`config.mk`:
```
export PLATFORM = sky130hd
export DESIGN_NAME = siso_input_demux
export DESIGN_NICKNAME = d
export VERILOG_FILES = /design/src/rtl/siso_input_demux_pkg.sv /design/src/rtl/siso_branch_writer.sv /design/src/rtl/siso_input_demux.sv
export SDC_FILE = /design/constraint.sdc
export NUM_CORES = 1
export LEC_CHECK = 0
export BUFFER_PORTS_ARGS = -buffer_cell sky130_fd_sc_hd__buf_2
export CAP_MARGIN = 30
export CORE_MARGIN = 2
export CORE_UTILIZATION = 45
export DETAILED_ROUTE_END_ITERATION = 8
export MAX_ROUTING_LAYER = met4
export PLACE_DENSITY = 0.71
export SYNTH_ARGS = -nofsm -noshare
export SYNTH_HDL_FRONTEND = slang
export SYNTH_SLANG_ARGS = --single-unit
```
`constraint.sdc`:
```
create_clock -name aclk -period 1.9 [get_ports aclk]
set_input_delay 0.38 -clock aclk [delete_from_list [all_inputs] [get_ports aclk]]
set_output_delay 0.38 -clock aclk [all_outputs]
set_load 0.01 [all_outputs]
```
`src/rtl/siso_input_demux_pkg.sv`:
```
`default_nettype none
// ============================================================================
// Module      : siso_input_demux_pkg
// Description : Shared definitions for the SISO input demultiplexer.
//               Provides the branch storage geometry (BRANCH_SIZE, AW), the
//               trellis-step counter width, the FSM state encoding and the
//               block-length legality check used on i_start.
// Revision    : 1.0 - initial release
// ============================================================================
package siso_input_demux_pkg;

    // Largest code block in trellis steps. Port and counter widths derive
    // from it, so the top-level BLKLEN_MAX parameter defaults to this value.
    localparam int c_BLKLEN_MAX_DEF = 6144;

    // Each branch stores half of the steps (even or odd indices).
    localparam int BRANCH_SIZE = c_BLKLEN_MAX_DEF / 2;
    localparam int AW          = $clog2(BRANCH_SIZE);

    // Width of the trellis-step counter k.
    localparam int c_KW = $clog2(c_BLKLEN_MAX_DEF);

    // FSM state encoding.
    localparam logic [1:0] c_ST_IDLE = 2'd0;
    localparam logic [1:0] c_ST_SYS  = 2'd1;
    localparam logic [1:0] c_ST_PAR  = 2'd2;
    localparam logic [1:0] c_ST_DONE = 2'd3;

    // A block length is legal when it is even, at least 2 and not larger
    // than the branch storage can hold.
    function automatic logic is_valid_blklen(input logic [31:0] len,
                                             input logic [31:0] len_max);
        return (len[0] == 1'b0) && (len >= 32'd2) && (len <= len_max);
    endfunction

endpackage
`default_nettype wire

```
`src/rtl/siso_branch_writer.sv`:
```
`default_nettype none
// ============================================================================
// Module      : siso_branch_writer
// Description : Registered write ports towards the branch1/branch2 storage.
//               A step strobe with step index k writes (sys, parity) to
//               branch1 when k is even and to branch2 when k is odd, at
//               address k>>1. Only the selected branch updates its data and
//               address; the other branch holds its last values.
// Ports       : clk, rst            - clock, synchronous active-high reset
//               i_step_valid        - one complete (sys, parity) step
//               i_k                 - trellis step index of that step
//               i_sys, i_parity     - soft words of the step
//               o_branch{1,2}_*     - sys, parity, addr, wrvalid per branch
// Revision    : 1.0 - initial release
// ============================================================================
module siso_branch_writer
    import siso_input_demux_pkg::*;
#(
    parameter int DWIDTH = 16
) (
    input  logic              clk,
    input  logic              rst,
    input  logic              i_step_valid,
    input  logic [c_KW-1:0]   i_k,
    input  logic [DWIDTH-1:0] i_sys,
    input  logic [DWIDTH-1:0] i_parity,
    output logic [DWIDTH-1:0] o_branch1_sys,
    output logic [DWIDTH-1:0] o_branch1_parity,
    output logic [AW-1:0]     o_branch1_addr,
    output logic              o_branch1_wrvalid,
    output logic [DWIDTH-1:0] o_branch2_sys,
    output logic [DWIDTH-1:0] o_branch2_parity,
    output logic [AW-1:0]     o_branch2_addr,
    output logic              o_branch2_wrvalid
);

    logic              w_wr_b1;
    logic              w_wr_b2;
    logic [AW-1:0]     w_addr;

    logic [DWIDTH-1:0] r_b1_sys;
    logic [DWIDTH-1:0] r_b1_parity;
    logic [AW-1:0]     r_b1_addr;
    logic              r_b1_wrvalid;
    logic [DWIDTH-1:0] r_b2_sys;
    logic [DWIDTH-1:0] r_b2_parity;
    logic [AW-1:0]     r_b2_addr;
    logic              r_b2_wrvalid;

    // k[0] selects the branch; the remaining bits are the branch address.
    assign w_wr_b1 = i_step_valid & ~i_k[0];
    assign w_wr_b2 = i_step_valid &  i_k[0];
    assign w_addr  = AW'(i_k >> 1);

    always_ff @(posedge clk) begin
        if (rst) begin
            r_b1_sys     <= '0;
            r_b1_parity  <= '0;
            r_b1_addr    <= '0;
            r_b1_wrvalid <= 1'b0;
            r_b2_sys     <= '0;
            r_b2_parity  <= '0;
            r_b2_addr    <= '0;
            r_b2_wrvalid <= 1'b0;
        end else begin
            r_b1_wrvalid <= w_wr_b1;
            r_b2_wrvalid <= w_wr_b2;
            if (w_wr_b1) begin
                r_b1_sys    <= i_sys;
                r_b1_parity <= i_parity;
                r_b1_addr   <= w_addr;
            end
            if (w_wr_b2) begin
                r_b2_sys    <= i_sys;
                r_b2_parity <= i_parity;
                r_b2_addr   <= w_addr;
            end
        end
    end

    assign o_branch1_sys     = r_b1_sys;
    assign o_branch1_parity  = r_b1_parity;
    assign o_branch1_addr    = r_b1_addr;
    assign o_branch1_wrvalid = r_b1_wrvalid;
    assign o_branch2_sys     = r_b2_sys;
    assign o_branch2_parity  = r_b2_parity;
    assign o_branch2_addr    = r_b2_addr;
    assign o_branch2_wrvalid = r_b2_wrvalid;

endmodule
`default_nettype wire

```
`src/rtl/siso_input_demux.sv`:
```
`default_nettype none
// ============================================================================
// Module      : siso_input_demux
// Description : Input stage ahead of the SISO decoder branch storage. Takes
//               one code block as alternating sys/parity words, routes even
//               trellis steps to branch1 and odd steps to branch2 at address
//               k>>1, signals completion and flags config/framing errors.
// Ports       : aclk, areset        - clock, synchronous active-high reset
//               i_start, blklen     - start pulse and block length (steps)
//               s_axis_in_*         - soft-word input stream
//               branch{1,2}_*       - registered branch write ports
//               o_busy, o_done      - block in progress / last write issued
//               o_cfg_err           - start rejected (bad blklen)
//               o_tlast_err         - tlast does not match the step counter
// Revision    : 1.0 - initial release
// ============================================================================
module siso_input_demux
    import siso_input_demux_pkg::*;
#(
    parameter int DWIDTH     = 16,
    parameter int BLKLEN_MAX = c_BLKLEN_MAX_DEF
) (
    input  logic              aclk,
    input  logic              areset,
    input  logic              i_start,
    input  logic [DWIDTH-1:0] blklen,
    input  logic [DWIDTH-1:0] s_axis_in_tdata,
    input  logic              s_axis_in_tvalid,
    output logic              s_axis_in_tready,
    input  logic              s_axis_in_tlast,
    output logic [DWIDTH-1:0] branch1_sys,
    output logic [DWIDTH-1:0] branch1_parity,
    output logic [AW-1:0]     branch1_addr,
    output logic              branch1_wrvalid,
    output logic [DWIDTH-1:0] branch2_sys,
    output logic [DWIDTH-1:0] branch2_parity,
    output logic [AW-1:0]     branch2_addr,
    output logic              branch2_wrvalid,
    output logic              o_busy,
    output logic              o_done,
    output logic              o_cfg_err,
    output logic              o_tlast_err
);

    logic [1:0]        r_state;
    logic [1:0]        w_state_next;

    logic [c_KW-1:0]   r_k;
    logic [c_KW-1:0]   r_last_k;
    logic [DWIDTH-1:0] r_sys_hold;

    logic              r_tready;
    logic              r_busy;
    logic              r_done;
    logic              r_cfg_err;
    logic              r_tlast_err;

    logic              w_tready_nxt;
    logic              w_busy_nxt;
    logic              w_done_nxt;
    logic              w_cfg_err_nxt;
    logic              w_tlast_err_nxt;

    logic              w_hs;
    logic              w_sys_hs;
    logic              w_par_hs;
    logic              w_is_last;
    logic              w_start_req;
    logic              w_len_ok;
    logic              w_start_ok;

    assign w_hs        = s_axis_in_tvalid & r_tready;
    assign w_sys_hs    = w_hs & (r_state == c_ST_SYS);
    assign w_par_hs    = w_hs & (r_state == c_ST_PAR);
    // r_last_k holds blklen-1 truncated to the counter width; the range
    // check at start guarantees the truncation loses nothing.
    assign w_is_last   = (r_k == r_last_k);
    assign w_start_req = i_start & (r_state == c_ST_IDLE);
    assign w_len_ok    = is_valid_blklen(32'(blklen), 32'(BLKLEN_MAX));
    assign w_start_ok  = w_start_req & w_len_ok;

    // ------------------------------------------------------------------
    // FSM: state register
    // ------------------------------------------------------------------
    always_ff @(posedge aclk) begin
        if (areset) begin
            r_state <= c_ST_IDLE;
        end else begin
            r_state <= w_state_next;
        end
    end

    // ------------------------------------------------------------------
    // FSM: next-state logic
    // ------------------------------------------------------------------
    always_comb begin
        w_state_next = r_state;
        case (r_state)
            c_ST_IDLE: if (w_start_ok) w_state_next = c_ST_SYS;
            c_ST_SYS:  if (w_sys_hs)   w_state_next = c_ST_PAR;
            c_ST_PAR:  if (w_par_hs)   w_state_next = w_is_last ? c_ST_DONE : c_ST_SYS;
            c_ST_DONE:                 w_state_next = c_ST_IDLE;
            default:                   w_state_next = c_ST_IDLE;
        endcase
    end

    // ------------------------------------------------------------------
    // FSM: output logic (next values of the registered outputs)
    // ------------------------------------------------------------------
    always_comb begin
        w_busy_nxt      = 1'b0;
        w_tready_nxt    = (w_state_next == c_ST_SYS) || (w_state_next == c_ST_PAR);
        // o_done lands in the same cycle as the final write, both being
        // registered off the final parity handshake.
        w_done_nxt      = w_par_hs & w_is_last;
        w_cfg_err_nxt   = w_start_req & ~w_len_ok;
        // tlast is only reported; the step counter alone ends the block.
        w_tlast_err_nxt = (w_sys_hs & s_axis_in_tlast)
                        | (w_par_hs & (s_axis_in_tlast != w_is_last));
        case (r_state)
            c_ST_IDLE: w_busy_nxt = w_start_ok;
            c_ST_SYS:  w_busy_nxt = 1'b1;
            c_ST_PAR:  w_busy_nxt = 1'b1;
            c_ST_DONE: w_busy_nxt = 1'b0;
            default:   w_busy_nxt = 1'b0;
        endcase
    end

    always_ff @(posedge aclk) begin
        if (areset) begin
            r_tready    <= 1'b0;
            r_busy      <= 1'b0;
            r_done      <= 1'b0;
            r_cfg_err   <= 1'b0;
            r_tlast_err <= 1'b0;
        end else begin
            r_tready    <= w_tready_nxt;
            r_busy      <= w_busy_nxt;
            r_done      <= w_done_nxt;
            r_cfg_err   <= w_cfg_err_nxt;
            r_tlast_err <= w_tlast_err_nxt;
        end
    end

    // ------------------------------------------------------------------
    // Step counter, latched length and sys holding register
    // ------------------------------------------------------------------
    always_ff @(posedge aclk) begin
        if (areset) begin
            r_k        <= '0;
            r_last_k   <= '0;
            r_sys_hold <= '0;
        end else begin
            if (w_start_ok) begin
                r_k      <= '0;
                r_last_k <= c_KW'(blklen - DWIDTH'(1));
            end else if (w_par_hs && !w_is_last) begin
                r_k <= r_k + c_KW'(1);
            end
            if (w_sys_hs) begin
                r_sys_hold <= s_axis_in_tdata;
            end
        end
    end

    siso_branch_writer #(
        .DWIDTH (DWIDTH)
    ) u_branch_writer (
        .clk               (aclk),
        .rst               (areset),
        .i_step_valid      (w_par_hs),
        .i_k               (r_k),
        .i_sys             (r_sys_hold),
        .i_parity          (s_axis_in_tdata),
        .o_branch1_sys     (branch1_sys),
        .o_branch1_parity  (branch1_parity),
        .o_branch1_addr    (branch1_addr),
        .o_branch1_wrvalid (branch1_wrvalid),
        .o_branch2_sys     (branch2_sys),
        .o_branch2_parity  (branch2_parity),
        .o_branch2_addr    (branch2_addr),
        .o_branch2_wrvalid (branch2_wrvalid)
    );

    assign s_axis_in_tready = r_tready;
    assign o_busy           = r_busy;
    assign o_done           = r_done;
    assign o_cfg_err        = r_cfg_err;
    assign o_tlast_err      = r_tlast_err;

endmodule
`default_nettype wire

```
==> metrics.md <==
| Metric | Value |
|---|---|
| Outcome | finished, final reports clean |
| Starting Density | 0.462 |
| Critical Path Sink Type | register |
| Rel. slew slack | 0.694 |
| Drt wl/cell | between 10 and 15 um |
| Leading area contributor after synthesis | dfxtp_1 |
| Sequential area share after synthesis | 0.499 |
| Die Area | approximately 13000 um2 |
| CTS H-Tree Depth | 4 |
| Syn avg cell area | 8.12 um2 |
| Core ar. | 12100 um2 |
| Die span in x | between 100 and 150 um |
| Max-slew violations | 0 |
| # clock sinks | approximately 140 |
| DR vias/cell | 5.16 |
| # IOs | approximately 130 |
| #FFs+latches synth | 139 |
| Total power draw | 6520 uW |
| Via count | 5224 |
| First-pass GRT wire length | between 20000 and 25000 um |
| Post-Syn Nets | 730 |
| Most frequent cell after synthesis | nand2_1 |
| Pin count of the biggest net entering global routing | 89 |
| CP arrival | 2150 ps |
| Period utilization | 0.951 |
| CTS Hold Buffers Added | 0 |
| Type of the worst min-delay path | in -> reg |
| P&R area growth vs syn | 30.1% |
| Max Cap Viol | 0 |
| PD cells | around 900 nW/um2 |
| Routed Antenna Nets | 0 |
| DRC Markers | 0 |
| Clock latency on the worst-skew pair | 420 ps |
| Fin. Hold Viols | 0 |
| Fillers | 1067 |
| Initial antenna violation count | 0 |
| Library cells used by synthesis | 45 |
| Top cells by count, synth | 220 x nand2_1, 139 x dfxtp_1, 123 x a21oi_1, 34 x clkbuf_1, 26 x nor2_1 |
| CTS Buf Count | 17 |
| Worst-path clk slew | 60 ps |
| Top FF cell, synth | dfxtp_1 |
| Measured slew at the worst slew-check pin | approximately 460 ps |
| Antenna Cells | 0 |
| Clk root buf | clkbuf_16 |
| Final setup violating endpoints | 0 |
| Synth area leaders | dfxtp_1 50%, nand2_1 15%, a21oi_1 11% |
| HPWL Detailed | approximately 10000 um |
| Final clock skew | 11.8 ps |
| Lkg Pwr | 0.00294 uW |
| Initial drt markers | roughly 420 |
| Max Clock Freq | 554 MHz |
| 1st-pass router iterations | 4 |
| Detailed-route wire length | 14500 um |
| Post-synth EDFFs | 0 |
| CP required | about 2200 ps |
| CP Class | reg -> reg |
| Maximum fanout along the worst path | 4 |
| Port Buffers | 131 |
| Num rows | 40 |
| Yosys warns | 0 |
| GR Overflow Total | 0 |
| Final core occ | 0.601 |
| Number of global-route vias before repair | about 4.8k |
| Hold WS | between 150 and 200 ps |
| Yosys top cell area share | 0.499 |
| Layout cells sized above 1 | 0.275 |
| CTS Buffer Depth | 2 |
| Placer Congestion | 0.836 |
| Placed cells | 979 |
| Cell area after synthesis | 5580 um2 |
| Cells after Synth | 687 |
| Final non-filler cell total | between 1k and 1.5k |
| Total Nets Final | 874 |
| Final min period | between 1500 and 2000 ps |
| Chip height | 115 um |
| Startpoint types | register |
| CTS tree | yes |
| Max rail drop VDD | 0.475 mV |
| Total Routing Usage GR | 0.228 |
| Share of synthesized registers carrying an async set or reset | 0 |
-- path summary, 6_finish.rpt --
| check | start | to | slack (ps) | cells past startpoint |
|---|---|---|---|---|
| worst max-delay path | r_state[0] | r_k[12] | 90 | 7 |
| worst min-delay path | s_axis_in_tlast | o_tlast_err | 160 | 2 |
| worst max register to register | r_state[0] | r_k[12] | 90 | 7 |
| worst min register to register | u_branch_writer.o_branch1_parity[6] | u_branch_writer.o_branch1_parity[6] | 450 | 2 |
-- repair_timing --
item,in CTS,in global routing
setup endpoints to repair,1,18
gates resized for setup,1,9
endpoints found under the hold margin,0,0
buffers inserted,0,1
pin swaps,0,1
-- layout by cell type (no fill, tap or decap), types with 2 or more instances in the layout --
master        n
inv_6         3
nor3_1        3
buf_4        39
nand4_1       4
bufinv_16     2
o21ai_1       3
ha_1          4
nand2_1     219
nand4b_1      2
xor2_1       16
inv_1         5
a21oi_1     122
a211oi_1      6
a211oi_2      7
and3_1        4
or3_1         3
buf_2       130
xnor2_1       6
and4_1        2
nand3_1       9
dfxtp_1     136
clkbuf_16    17
clkinvlp_4    3
ha_2          2
o311ai_1      2
buf_12        6
o31a_1        2
nor4_1        5
o31ai_1      10
nor2_1       25
dfxtp_2       3
clkbuf_8      3
or4_1         9
a311oi_1      2
nor4_2        3
-- critical path, cell delays in order, from the launching register on --
cell and delay (ps):
dfxtp_2 340, inv_2 80, ha_2 210, and3_4 190
nand4_1 120, buf_4 170, or4_1 470, a21oi_1 150
-- state kept, by name, summed over array words and instances, names as in the netlist, 2 cells and up --
signal and count:
r_state 2, r_k 13, u_branch_writer.o_branch2_parity 16, r_last_k 13
r_sys_hold 16, u_branch_writer.o_branch2_addr 12, u_branch_writer.o_branch1_parity 16, u_branch_writer.o_branch1_addr 12
u_branch_writer.o_branch2_sys 16, u_branch_writer.o_branch1_sys 16
-- metal layers --
layer / GRT usage / part of all wire / up-vias
met1: 0.306 / 0.47 / 2440
met3: 0.0395 / 0.042 / 16
li1: - / - / 2623
met2: 0.345 / 0.47 / 145
met4: 0.0819 / 0.014 / 0
met5: - / 0 / -
-- power by group --
group          internal [uW]  total, uW  switching, uW
combinational           98.7        260            161
clock                   2060       3330           1270
sequential              2920       2930           5.27
-- through the flow --
| step | setup TNS, ps | area, um2 | worst slack [ps] |
|---|---|---|---|
| 6_report | 0 | 7250 | 93.7 |
| 5_1_grt | -4.62 | 7250 | -4.62 |
| 4_1_cts | 0 | 7220 | 0.720 |
| 3_5_place_dp | -176 | 6610 | -40.8 |
| 3_3_place_gp | -197 | 6610 | -18.2 |
| 2_1_floorplan | 0 | 5580 | 23.1 |
-- layout make-up --
type,instances,area (um2),share of cell area
inverter,6,22.5,0.00310
tap,168,210,0.0290
multi-input combinational,492,2570,0.354
timing repair buffer,175,1060,0.147
sequential,139,2790,0.384
clock inverter,11,134,0.0185
clock buffer,21,470,0.0648
-- cells by family (layout without fill, tap and decap cells) --
logic type / after synthesis / in the layout / synth area share
xor gates and xnor gates: 22 / 22 / 0.0346
AOI/OAI and AO/OA: 162 / 162 / 0.171
DFF: 139 / 139 / 0.499
buffers and inverters: 56 / 213 / 0.0478
and+or+nand+nor: 302 / 302 / 0.235
adders and majority gates: 6 / 6 / 0.0135
(Power assumes the default switching activity.)
